===== src/rtl/seq_signed_mult.sv =====
// Sequential radix-2 Booth multiplier for signed or unsigned operands.
// Each product takes B_W+1 Booth steps, one per clock. The full A_W+B_W-bit
// product is held on p, and done pulses for one cycle when a new p is valid.
module seq_signed_mult #(
  parameter int A_W = 16,
  parameter int B_W = 16
) (
  input  logic               clk,
  input  logic               rst_n,
  input  logic               start,
  input  logic               sign_mode,
  input  logic [A_W-1:0]     a,
  input  logic [B_W-1:0]     b,
  output logic               busy,
  output logic               done,
  output logic [A_W+B_W-1:0] p
);

  // The accumulator has two guard bits above a, so adding or subtracting the
  // (A_W+1)-bit extended multiplicand can never overflow.
  localparam int ACC_W = A_W + 2;
  localparam int Q_W   = B_W + 1;
  localparam int CNT_W = $clog2(B_W + 2);
  localparam int P_W   = A_W + B_W;

  typedef enum logic [1:0] {
    IDLE = 2'd0,
    CALC = 2'd1,
    DONE = 2'd2
  } state_t;

  state_t             state_q, state_d;
  logic [ACC_W-1:0]   acc_q, acc_d;
  logic [ACC_W-1:0]   mcand_q, mcand_d;
  logic [Q_W-1:0]     mplr_q, mplr_d;
  logic               guard_q, guard_d;
  logic [CNT_W-1:0]   cnt_q, cnt_d;
  logic [P_W-1:0]     p_q, p_d;

  logic [ACC_W-1:0]   a_ext;
  logic [Q_W-1:0]     b_ext;
  logic [ACC_W-1:0]   acc_sum;
  logic [ACC_W-1:0]   acc_shift;
  logic [Q_W-1:0]     mplr_shift;
  logic               load;

  // Operand extension: sign_mode picks sign- or zero-extension. This lets the
  // same signed Booth datapath handle unsigned operands too.
  always_comb begin
    a_ext = sign_mode ? {{2{a[A_W-1]}}, a} : {2'b00, a};
    b_ext = sign_mode ? {b[B_W-1], b} : {1'b0, b};
  end

  // One Booth step: add or subtract the multiplicand based on {q0, q-1},
  // then arithmetic-shift {acc, q} right by one.
  always_comb begin
    acc_sum = acc_q;
    case ({mplr_q[0], guard_q})
      2'b01:   acc_sum = acc_q + mcand_q;
      2'b10:   acc_sum = acc_q - mcand_q;
      default: acc_sum = acc_q;
    endcase
    acc_shift  = {acc_sum[ACC_W-1], acc_sum[ACC_W-1:1]};
    mplr_shift = {acc_sum[0], mplr_q[Q_W-1:1]};
  end

  // Next-state and datapath update. A request is accepted only in IDLE or in
  // DONE; the DONE case gives back-to-back operation.
  always_comb begin
    state_d = state_q;
    acc_d   = acc_q;
    mcand_d = mcand_q;
    mplr_d  = mplr_q;
    guard_d = guard_q;
    cnt_d   = cnt_q;
    p_d     = p_q;
    load    = 1'b0;

    case (state_q)
      IDLE: begin
        if (start) begin
          load = 1'b1;
        end
      end
      CALC: begin
        acc_d   = acc_shift;
        mplr_d  = mplr_shift;
        guard_d = mplr_q[0];
        cnt_d   = cnt_q - CNT_W'(1);
        if (cnt_q == CNT_W'(1)) begin
          state_d = DONE;
          // The product fits in the low A_W+B_W bits for both signednesses.
          p_d     = {acc_shift[A_W-2:0], mplr_shift};
        end
      end
      DONE: begin
        state_d = IDLE;
        if (start) begin
          load = 1'b1;
        end
      end
      default: begin
        state_d = IDLE;
      end
    endcase

    if (load) begin
      state_d = CALC;
      acc_d   = '0;
      mcand_d = a_ext;
      mplr_d  = b_ext;
      guard_d = 1'b0;
      cnt_d   = CNT_W'(B_W + 1);
    end
  end

  // State and datapath registers. Reset clears everything, including p.
  always_ff @(posedge clk or negedge rst_n) begin
    if (!rst_n) begin
      state_q <= IDLE;
      acc_q   <= '0;
      mcand_q <= '0;
      mplr_q  <= '0;
      guard_q <= 1'b0;
      cnt_q   <= '0;
      p_q     <= '0;
    end else begin
      state_q <= state_d;
      acc_q   <= acc_d;
      mcand_q <= mcand_d;
      mplr_q  <= mplr_d;
      guard_q <= guard_d;
      cnt_q   <= cnt_d;
      p_q     <= p_d;
    end
  end

  // Status outputs are decoded directly from the state, so they can never
  // both be high at once.
  always_comb begin
    busy = (state_q == CALC);
    done = (state_q == DONE);
    p    = p_q;
  end

endmodule


===== config.mk =====
export PLATFORM = sky130hd
export DESIGN_NAME = seq_signed_mult
export DESIGN_NICKNAME = d
export VERILOG_FILES = /design/src/rtl/seq_signed_mult.sv
export SDC_FILE = /design/constraint.sdc
export NUM_CORES = 1
export LEC_CHECK = 0
export CELL_PAD_IN_SITES_DETAIL_PLACEMENT = 1
export CELL_PAD_IN_SITES_GLOBAL_PLACEMENT = 2
export CORE_ASPECT_RATIO = 1.1
export CORE_MARGIN = 2
export CORE_UTILIZATION = 25
export CTS_CLUSTER_DIAMETER = 200
export DETAILED_ROUTE_END_ITERATION = 16
export GPL_TIMING_DRIVEN = 0
export PLACE_DENSITY = 0.67
export SETUP_SLACK_MARGIN = 0.5
export SLEW_MARGIN = 20
export SYNTH_ARGS = -nofsm -noshare
export SYNTH_HDL_FRONTEND = slang
export SYNTH_SLANG_ARGS = --single-unit

===== constraint.sdc =====
create_clock -name clk -period 3.83 [get_ports clk]
set_input_delay 0.766 -clock clk [delete_from_list [all_inputs] [get_ports clk]]
set_output_delay 0.766 -clock clk [all_outputs]
set_load 0.005 [all_outputs]

; ---- Word-level counts from Yosys, hierarchy flattened
; Index checks and enable logic that the tools add are counted.
[op_classes]
n_addsub = 3
eq_ne = 7
mux = 16
n_reduce_logical = 5
[ops]
columns = cell, n
row1 = $mux 18, 3
row2 = $mux 17, 3
row3 = $pmux 18 s2, 1
row4 = $add 18x18->18, 1
row5 = $sub 18x18->18, 1
row6 = $mux 5, 2
row7 = $eq 5x1->1 const B, 1
row8 = $sub 5x1->5 const B, 1
row9 = $eq 2x1->1 const B, 2
row10 = $eq 2x2->1 const B, 2
row11 = $mux 1, 4
row12 = $mux 2, 2
row13 = $pmux 2 s2, 1
row14 = $reduce_and 2->1, 2
row15 = $ne 3x1->1 const B, 1
row16 = $logic_not 2->1, 1
row17 = $ne 2x2->1 const B, 1
row18 = $reduce_bool 2->1, 1
row19 = $reduce_or 2->1, 1
[totals]
reg_bits = 93
in_bits = 36
out_inout_bits = 34
elab_cells = 38

; ---- Depth between registers and ports, before layout
; Gate-level depths: netlist of the first run.
[logic_depth]
ltp_word = 5
ltp_mapped = 14
mapped_depth_nobuf = 13

; ---- Least setup slack after synthesis of the first run
; Ideal clock, no wire load.
[synth_path]
kind = reg-to-reg
start = register guard_q
end = register acc_q[13]
setup_ps = 122
t_arrival_ps = 2846
required_time_ps = 3708
slack_ps = 862
path_stages_with_launch = 12
path_buffers = 1
synth_period_minus_slack_ps = 2968
cell_sequence = dfrtp_1 -> inv_1 -> ha_1 -> clkbuf_1 -> mux2_2 -> fa_1 -> nand2b_1 -> a21oi_1 -> o21ai_1 -> o21ai_1 -> mux2_2 -> a32o_1
[synth_via]
elab_chain_len = 4
elab_cells_between_ends = 5
classes_between = 2 x eq/ne / 3 x mux
[synth_lines]
columns = item, line_no
row1 = from (decl), 36  ; logic guard_q, guard_d;
row2 = from (signal assigned), 132  ; guard_q <= guard_d;
row3 = $eq 2x2->1 or $eq 2x1->1 (tied branches), 58  ; case ({mplr_q[0], guard_q})
row4 = $pmux 18 s2 *, 58
row5 = $mux 18 *, 79  ; case (state_q)
row6 = $mux 18 *, 107  ; if (load) begin
row7 = to (signal assigned), 121  ; acc_q <= '0;
row8 = to (signal assigned), 129  ; acc_q <= acc_d;
row9 = to (decl), 33  ; logic [ACC_W-1:0] acc_q, acc_d;
; Every way passes the cells marked *; elsewhere a longest branch is shown, timed or not. The select of a mux whose other input is x is not followed.
; A chain may end at the register's enable or synchronous reset.

; ---- Worst setup path after layout of the first run
; Ends and elaborated chain as after synthesis.

==> impl_metrics.json, run 1 <==
{
  "worst_setup_path_end_kind": "flip-flop",
  "setup_violations": 0,
  "powerDensity_mw_per_mm2": 1170,
  "slew_headroom": 0.491,
  "ir_worst_vdd_v": 0.000342,
  "cts-root-buf": "clkbuf_16",
  "synthesis.area_mm2": 0.00508,
  "p_leak_nw": 2.85,
  "first_global_vias": 4732,
  "clk_pin_slew_ps": 70,
  "die_w_um": 140,
  "grt_usage": 0.153,
  "worstMarginPinSlew_ps": 763,
  "core-area_mm2": 0.0199,
  "seq_area_mm2": 0.00228,
  "fin_nets": 719,
  "path_buf_inv": 2,
  "cpLargestDelayFamily": "compound AO/OA/AOI/OAI gates",
  "clk-insertion-delay-late_ps": 350,
  "skew_ps": 8.85,
  "dp_cells": 901,
  "drtIter0Drc": 206,
  "arrival_ps": 3410,
  "status": "finished, final reports clean",
  "ff2ff_setup_slack_ps": 660,
  "grt_pass1_wl_um": 26000,
  "synth_cells": 579,
  "final_max_slew_viol_count": 0,
  "syn_avg_cell_area_um2": 8.78,
  "multiInputGateArea_mm2": 0.00265,
  "startpoint_type": "flip-flop",
  "fillers": 2351,
  "final_common_cell": "nand2_1",
  "numClockSinks": 91,
  "cts_buffers": 9,
  "port_buffers": 69,
  "place_hpwl_um": 12400,
  "slowest_stage": "fa_1",
  "routed_wl_um": 16300,
  "layout_min_cycle_time_ps": 3170,
  "max_stage_delay_ps": 420,
  "required_ps": 4070,
  "tns_ps": 0,
  "cp_cell_sequence": "inv_1 > ha_1 > buf_6 > mux2_2 > fa_1 > nand2b_1 > a21oi_2 > o21ai_1 > o21ai_2 > mux2_2 > a32o_1",
  "design.die.area_mm2": 0.0215,
  "drc": 0,
  "grt_antenna_before_repair": 0,
  "hold_viol_final": 0,
  "p_total_w": 0.00761,
  "rsz0062_at_grt": "true",
  "worstSetupPathType": "flip-flop to flip-flop",
  "synth-edff-count": 0,
  "detail-route-antenna-nets": 0,
  "area_growth_pct": 27.7,
  "place_congestion": 0.856,
  "cp_common_cell": "mux2_2",
  "ioPinCount": 70,
  "synthFlopType": "dfrtp_1",
  "initial_core_util": 0.256,
  "hold_class": "primary input to async pin",
  "clock_path_buffers": 2,
  "viasPerCell": 4.86,
  "period_share": 0.829,
  "yosysSeqAreaShare": 0.448,
  "die_h_um": 154,
  "fmax_mhz": 315,
  "critPathMaxFanout": 10,
  "ys_seq_elements": 91,
  "wl_per_cell_um": 17.8,
  "final_cells": 918,
  "postSynth.asyncResetShare": 1.00,
  "dr.pass1.iters": 4,
  "cts_max_level": 3,
  "drive_above_1_share": 0.0871,
  "synth_nets": 637,
  "cts_tree": "built",
  "layout_common_cells": "nand2_1, dfrtp_1, clkdlybuf4s50_1",
  "grt_start_max_net_pins": 49,
  "globalRoute.totalOverflow": 0,
  "yosys_warnings": 0,
  "diodes": 0,
  "cap_viol_max_count": 0,
  "synth_cell_types": 59,
  "vias": 4464,
  "row_count": 54
}
==> per-stage QoR <==
step           hold slack (ps)   util  worst slack, ps  area (um2)
2_1_floorplan              450      -              862        5080
3_3_place_gp               458  0.307            -1630        6090
3_5_place_dp               466  0.308             13.4        6120
4_1_cts                    355  0.324              524        6430
5_1_grt                    360  0.327              495        6490
6_report                   343  0.327              656        6490
==> kinds of logic after synthesis <==
kind of cell	Yosys count	share of synthesized area
muxes	11	0.0239
AOI/OAI and AO/OA	136	0.172
adders and majority gates	22	0.0556
xor gates and xnor gates	26	0.0448
and+or+nand+nor	245	0.214
DFF	91	0.448
buffers and inverters	48	0.0414
==> final cells by class <==
class / instances / area share
timing repair buffer: 71 / 0.112
sequential: 91 / 0.351
multi-input combinational: 440 / 0.408
buffer: 31 / 0.0243
clock inverter: 6 / 0.0112
clock buffer: 10 / 0.0353
tap: 252 / 0.0486
inverter: 17 / 0.00983
==> registers in the layout, indices dropped and copies added (netlist names) <==
signal and count:
cnt_q 5, state_q 2, acc_q 17, p 32
guard_q 1, mcand_q 17, mplr_q 17
==> what timing repair did <==
item                       in CTS  in global routing
hold buffers                    0                  0
setup endpoints to repair      24                 13
buffers inserted                0                  1
pin swaps                       0                  3
gates cloned                    0                  0
hold endpoints to repair        0                  0
resized for setup               6                 11
==> synth_stat cells, types with 5 or more instances <==
master | number | area [um2]
a21o_1 | 7 | 52.6
a21oi_1 | 28 | 140
a22o_1 | 5 | 43.8
a22oi_1 | 8 | 60.1
a31oi_1 | 13 | 81.3
buf_2 | 6 | 30.0
clkbuf_1 | 20 | 75.1
dfrtp_1 | 91 | 2280
ha_1 | 21 | 263
inv_1 | 15 | 56.3
mux2_2 | 9 | 101
nand2_1 | 154 | 578
nand2b_1 | 6 | 37.5
nand3_1 | 17 | 85.1
nor2_1 | 26 | 97.6
nor3_1 | 13 | 65.1
o211ai_1 | 5 | 37.5
o21ai_0 | 36 | 180
o31ai_1 | 5 | 37.5
xnor2_1 | 21 | 184
xor2_1 | 5 | 43.8
==> power by group <==
part	internal, W	switching, W
Combinational	0.00209	0.00272
Sequential	0.00143	0.000424
Clock	0.000515	0.000428
==> worst reg2reg max path: stages (launching register included) <==
cell and delay (ps):
dfrtp_1 390, inv_1 70, ha_1 240, buf_6 180, mux2_2 370, fa_1 420
nand2b_1 210, a21oi_2 210, o21ai_1 150, o21ai_2 200, mux2_2 380, a32o_1 250
==> final timing paths <==
path	cells past startpoint	endpoint	from
worst max-delay path	11	acc_q[13]$_DFFE_PN0P_	guard_q$_DFFE_PN0P_
worst min register to register	2	p[6]$_DFFE_PN0P_	p[6]$_DFFE_PN0P_
worst min-delay path	1	p[12]$_DFFE_PN0P_	rst_n
worst max register to register	11	acc_q[13]$_DFFE_PN0P_	guard_q$_DFFE_PN0P_
min in group clk	2	p[6]$_DFFE_PN0P_	p[6]$_DFFE_PN0P_
max in group asynchronous	2	mcand_q[8]$_DFFE_PN0P_	rst_n
==> per-layer routing <==
layer  global-route usage  share of wire  wire length [um]
met5                    0              0                 0
met3               0.0209          0.035               570
met2                0.263           0.48              7850
met1                0.201           0.47              7630
met4               0.0443          0.016               256
Note: power is estimated with default switching activity, not from simulation.
==> run 2: changes to the inputs <==
--- a/config.mk
+++ b/config.mk
@@ -13,7 +13,7 @@
 export CTS_CLUSTER_DIAMETER = 200
 export DETAILED_ROUTE_END_ITERATION = 16
 export GPL_TIMING_DRIVEN = 0
-export PLACE_DENSITY = 0.67
+export PLACE_DENSITY = 0.69
 export SETUP_SLACK_MARGIN = 0.5
 export SLEW_MARGIN = 20
 export SYNTH_ARGS = -nofsm -noshare
==> constraint.sdc (replaced) <==
create_clock -name clk -period 2.7 [get_ports clk]
set_input_delay 0.54 -clock clk [delete_from_list [all_inputs] [get_ports clk]]
set_output_delay 0.54 -clock clk [all_outputs]
set_load 0.005 [all_outputs]
==> impl_metrics.json, run 2 (same netlist as run 1, synthesis figures left out) <==
{
  "status": "finished, violations left",
  "violations": "setup timing",
  "clk_pin_slew_ps": 80,
  "fin_nets": 779,
  "grt_start_max_net_pins": 67,
  "clock_path_buffers": 2,
  "dr.pass1.iters": 4,
  "cts_tree": "built",
  "dp_cells": 901,
  "grt_usage": 0.168,
  "globalRoute.totalOverflow": 0,
  "timing.rr.start": "mcand_q[7]$_DFFE_PN0P_",
  "cts_hold_buf": 0,
  "highest_layer": "met4",
  "first_global_vias": 5158,
  "arrival_ps": 3210,
  "cts-root-buf": "clkbuf_16",
  "die_h_um": 154,
  "critPathMaxFanout": 6,
  "worstSetupPathType": "flip-flop to flip-flop",
  "die_w_um": 140,
  "layout_min_cycle_time_ps": 2990,
  "dr_wl_met3_um": 492,
  "hold_viol_final": 0,
  "vias": 4827,
  "reg2reg_to": "acc_q[12]$_DFFE_PN0P_",
  "port_buffers": 69,
  "grt_antenna_before_repair": 0,
  "row_count": 54,
  "core-area_mm2": 0.0199,
  "drtIter0Drc": 184,
  "drive_above_1_share": 0.302,
  "r2r_cells": 14,
  "area_growth_pct": 55.4,
  "final_cells": 978,
  "setup_violations": 21,
  "hold_class": "primary input to async pin",
  "cap_viol_max_count": 0,
  "m1WireLength_um": 8550,
  "numClockSinks": 91,
  "rsz0062_at_grt": "true",
  "layout_common_cells": "nand2_1, dfrtp_1, clkdlybuf4s50_1",
  "ioPinCount": 70,
  "worst_setup_path_end_kind": "flip-flop",
  "viasPerCell": 4.94,
  "clk-insertion-delay-late_ps": 360,
  "final_max_slew_viol_count": 0,
  "ff2ff_setup_slack_ps": -290,
  "place_ws_ps": -529,
  "fmax_mhz": 335,
  "final_common_cell": "nand2_1",
  "worstMarginPinSlew_ps": 798,
  "cts_max_level": 3,
  "largest_register_ffs": 32,
  "diodes": 0,
  "place_congestion": 0.840,
  "place_hpwl_um": 12600,
  "fin_ws_ps": -289,
  "slowest_stage": "dfrtp_2",
  "wl_per_cell_um": 19.5,
  "skew_ps": 12.6,
  "cts_buffers": 9,
  "design.die.area_mm2": 0.0215,
  "wl_met2_um": 9640,
  "initial_core_util": 0.256,
  "period_share": 1.11,
  "slew_headroom": 0.468,
  "drc": 0,
  "grt_pass1_wl_um": 28500,
  "detail-route-antenna-nets": 0,
  "startpoint_type": "flip-flop",
  "routed_wl_um": 19100,
  "cp_cell_sequence": "nor4_4 > buf_4 > and4_4 > nor2_2 > xnor2_1 > ha_1 > buf_6 > clkbuf_2 > buf_4 > nand3_1 > o21ai_1 > mux2i_1 > o311a_4 > o21ai_1",
  "required_ps": 2920,
  "max_stage_delay_ps": 440
}
[run 2: cell count changes in the layout (fill, tap and decap cells not counted), moves of 7 or more]
cell     previous run  this run
ha_4                1        11
o21ai_0            36        13
a21oi_1            26        11
mux2_2              9         2
xnor2_1            21        11
buf_6               4        22
nor2_1             26        19
ha_1               19         9
buf_4               4        45
o21ai_1             3        18
xnor2_2             0        10
mux2_4              0         7
a21oi_4             1        12
[run 2: how the worst max path moves through the flow]
stage	from	end	slack, ps	depth (start not counted)
after floorplan	mcand_q[2]$_DFFE_PN0P_	p[30]$_DFFE_PN0P_	-130	11
after global placement	rst_n	mcand_q[2]$_DFFE_PN0P_	-2810	1
after detailed placement	mcand_q[2]$_DFFE_PN0P_	acc_q[14]$_DFFE_PN0P_	-530	11
after CTS	mcand_q[4]$_DFFE_PN0P_	p[30]$_DFFE_PN0P_	-250	12
after global routing	mcand_q[4]$_DFFE_PN0P_	acc_q[14]$_DFFE_PN0P_	-430	11
final	mcand_q[7]$_DFFE_PN0P_	acc_q[12]$_DFFE_PN0P_	-290	14
[run 2: layer usage]
metal,GRT usage,vias up
li1,-,2309
met1,0.214,2404
met2,0.290,87
met3,0.0268,27
met4,0.0586,0
met5,0,-
[run 2: timing repair]
item | in CTS | in global routing
endpoints found under the hold margin | 0 | 0
gates cloned | 1 | 0
pin swaps | 55 | 55
buffers inserted | 35 | 25
endpoints found under the setup margin | 40 | 59
gates resized for setup | 105 | 74
[run 2: layout make-up]
type                            count  area [um2]
Timing Repair Buffer              131        1260
Multi-Input combinational cell    440        3430
Clock buffer                       10         239
Sequential cell                    91        2280
Inverter                           17        66.3
Tap cell                          252         315
Fill cell                        2219       12000
Clock inverter                      6        53.8
Buffer                             31         245
[run 2: critical path, delay by kind of cell, from the launching register on]
family | cells | cell delay, ps
AOI/OAI and AO/OA | 3 | 440
adders and majority gates | 1 | 310
xor gates and xnor gates | 1 | 120
buffers and inverters | 4 | 630
muxes | 1 | 260
DFF | 1 | 440
and+or+nand+nor | 4 | 650
[run 2: per-stage QoR]
step                      TNS [ps]  instance area, um2  utilization  hold slack, ps
after CTS                    -2090                7340        0.369            38.6
after detailed placement     -6260                6300        0.317             427
after global routing         -6250                7900        0.398            41.8
after global placement     -228820                6270        0.316             457
after floorplan               -248                5260            -             244
final                        -3400                7900        0.398            36.6
Power of run 2 is left out: the tool's default activity adds up to more than one toggle a clock period on the data nets, which glitch-free logic cannot reach.
==> run 3: changes to the inputs <==
--- a/config.mk
+++ b/config.mk
@@ -13,7 +13,7 @@
 export CTS_CLUSTER_DIAMETER = 200
 export DETAILED_ROUTE_END_ITERATION = 16
 export GPL_TIMING_DRIVEN = 0
-export PLACE_DENSITY = 0.69
+export PLACE_DENSITY_LB_ADDON = 0.1
 export SETUP_SLACK_MARGIN = 0.5
 export SLEW_MARGIN = 20
 export SYNTH_ARGS = -nofsm -noshare
==> constraint.sdc (replaced) <==
create_clock -name clk -period 2.85 [get_ports clk]
set_input_delay 0.57 -clock clk [delete_from_list [all_inputs] [get_ports clk]]
set_output_delay 0.57 -clock clk [all_outputs]
set_load 0.005 [all_outputs]
==> impl_metrics.json, run 3 (same netlist as run 1, synthesis figures left out) <==
{
  "status": "finished, violations left",
  "violations": "setup timing",
  "final_max_slew_viol_count": 0,
  "die_h_um": 154,
  "wl_per_cell_um": 18.6,
  "hold_class": "primary input to async pin",
  "max_stage_delay_ps": 450,
  "clock_path_buffers": 2,
  "grt_antenna_before_repair": 0,
  "viasPerCell": 4.90,
  "utilization": 0.383,
  "worst_setup_path_end_kind": "flip-flop",
  "place_hpwl_um": 12800,
  "required_ps": 3100,
  "skew_ps": 9.30,
  "clk-insertion-delay-late_ps": 360,
  "critPathMaxFanout": 5,
  "port_buffers": 69,
  "arrival_ps": 3210,
  "layout_min_cycle_time_ps": 2960,
  "first_global_vias": 4980,
  "final_common_cell": "nand2_1",
  "detail-route-antenna-nets": 0,
  "drive_above_1_share": 0.271,
  "fillers": 2275,
  "rsz0062_at_grt": "true",
  "worstMarginPinSlew_ps": 828,
  "slowest_stage": "dfrtp_2",
  "clk_pin_slew_ps": 70,
  "cap_viol_max_count": 0,
  "cp_cell_sequence": "nor4_4 > buf_4 > and2_4 > a31oi_4 > xnor2_2 > ha_4 > a21o_1 > a21oi_4 > o21ai_2 > or3_1 > mux2_4 > a32o_1",
  "ff2ff_setup_slack_ps": -110,
  "dr.pass1.iters": 4,
  "cts-root-buf": "clkbuf_16",
  "die_w_um": 140,
  "routed_wl_um": 18000,
  "worstSetupPathType": "flip-flop to flip-flop",
  "core-area_mm2": 0.0199,
  "vias": 4724,
  "reg2reg_to": "acc_q[13]$_DFFE_PN0P_",
  "numClockSinks": 91,
  "fin_nets": 767,
  "globalRoute.totalOverflow": 0,
  "cts_tree": "built",
  "drtIter0Drc": 175,
  "drc": 0,
  "r2r_cells": 12,
  "slew_headroom": 0.448,
  "row_count": 54,
  "grt_start_max_net_pins": 61,
  "timing.rr.start": "mcand_q[2]$_DFFE_PN0P_",
  "cts_max_level": 3,
  "design.die.area_mm2": 0.0215,
  "grt_usage": 0.168,
  "grt_pass1_wl_um": 28000,
  "hold_viol_final": 0,
  "cts_hold_buf": 0,
  "diodes": 0,
  "fmax_mhz": 338,
  "period_share": 1.04,
  "cts_buffers": 9,
  "holdWs_ps": 90.3,
  "place_congestion": 0.863,
  "layout_common_cells": "nand2_1, dfrtp_1, clkdlybuf4s50_1",
  "startpoint_type": "flip-flop",
  "largest_register_ffs": 32,
  "area_growth_pct": 49.7,
  "fin_ws_ps": -111,
  "initial_core_util": 0.256,
  "ioPinCount": 70,
  "crit_path_start": "mcand_q[2]$_DFFE_PN0P_",
  "setup_violations": 9
}
==> run 3: cell count changes in the layout (fill, tap and decap cells not counted), moves of 4 or more <==
| cell | change |
|---|---|
| buf_6 | -9 |
| o21ai_1 | -6 |
| clkbuf_2 | -4 |
| nor2_1 | +4 |
| o21ai_2 | +4 |
==> run 3: worst max-delay path by stage <==
stage | end | slack, ps
after global placement | mcand_q[2]$_DFFE_PN0P_ | -2860
final | acc_q[13]$_DFFE_PN0P_ | -110
after CTS | p[30]$_DFFE_PN0P_ | -110
after detailed placement | acc_q[12]$_DFFE_PN0P_ | -390
after floorplan | p[30]$_DFFE_PN0P_ | 20
after global routing | acc_q[12]$_DFFE_PN0P_ | -240
==> run 3: metrics by stage <==
| step | setup TNS [ps] | setup WS [ps] | cell area, um2 | std cells |
|---|---|---|---|---|
| after floorplan | 0 | 20.2 | 5260 | 579 |
| after global placement | -229900 | -2860 | 6270 | 900 |
| after detailed placement | -3450 | -387 | 6300 | 901 |
| after CTS | -546 | -111 | 7200 | 947 |
| after global routing | -2270 | -244 | 7610 | 965 |
| final | -646 | -111 | 7610 | 965 |
==> run 3: layout make-up <==
class / instances / area [um2] / area share
plain buffers: 31 / 235 / 0.0309
clock buffers: 9 / 225 / 0.0296
multi-input cells: 440 / 3300 / 0.434
inverters: 17 / 68.8 / 0.00904
well taps: 252 / 315 / 0.0414
repair buffers: 119 / 1140 / 0.149
flip-flops and latches: 91 / 2280 / 0.300
clock inverters: 6 / 42.5 / 0.00559
==> run 3: repair_timing <==
item                                    4_1_cts  5_1_grt
endpoints found under the setup margin       38       49
buffers inserted                             29       18
pin swaps                                    38       46
resized for setup                            90       47
cloned                                        2        0
hold endpoints to repair                      0        0
==> run 3: worst max-delay path: cells and delay by family (launching register included) <==
kind            cells  cell delay, ps
flops               1             450
buf+inv             1             190
xor+xnor            1             210
mux                 1             290
compound gates      5             700
fa+ha+maj           1             230
simple gates        3             780
==> run 3: routing by layer <==
metal	vias up	routed length, um	global-route usage
met2	77	9190	0.296
li1	2271	-	-
met3	16	506	0.0258
met1	2360	8040	0.212
met4	0	235	0.0490
met5	-	0	0
Power of run 3 is left out for the same reason.
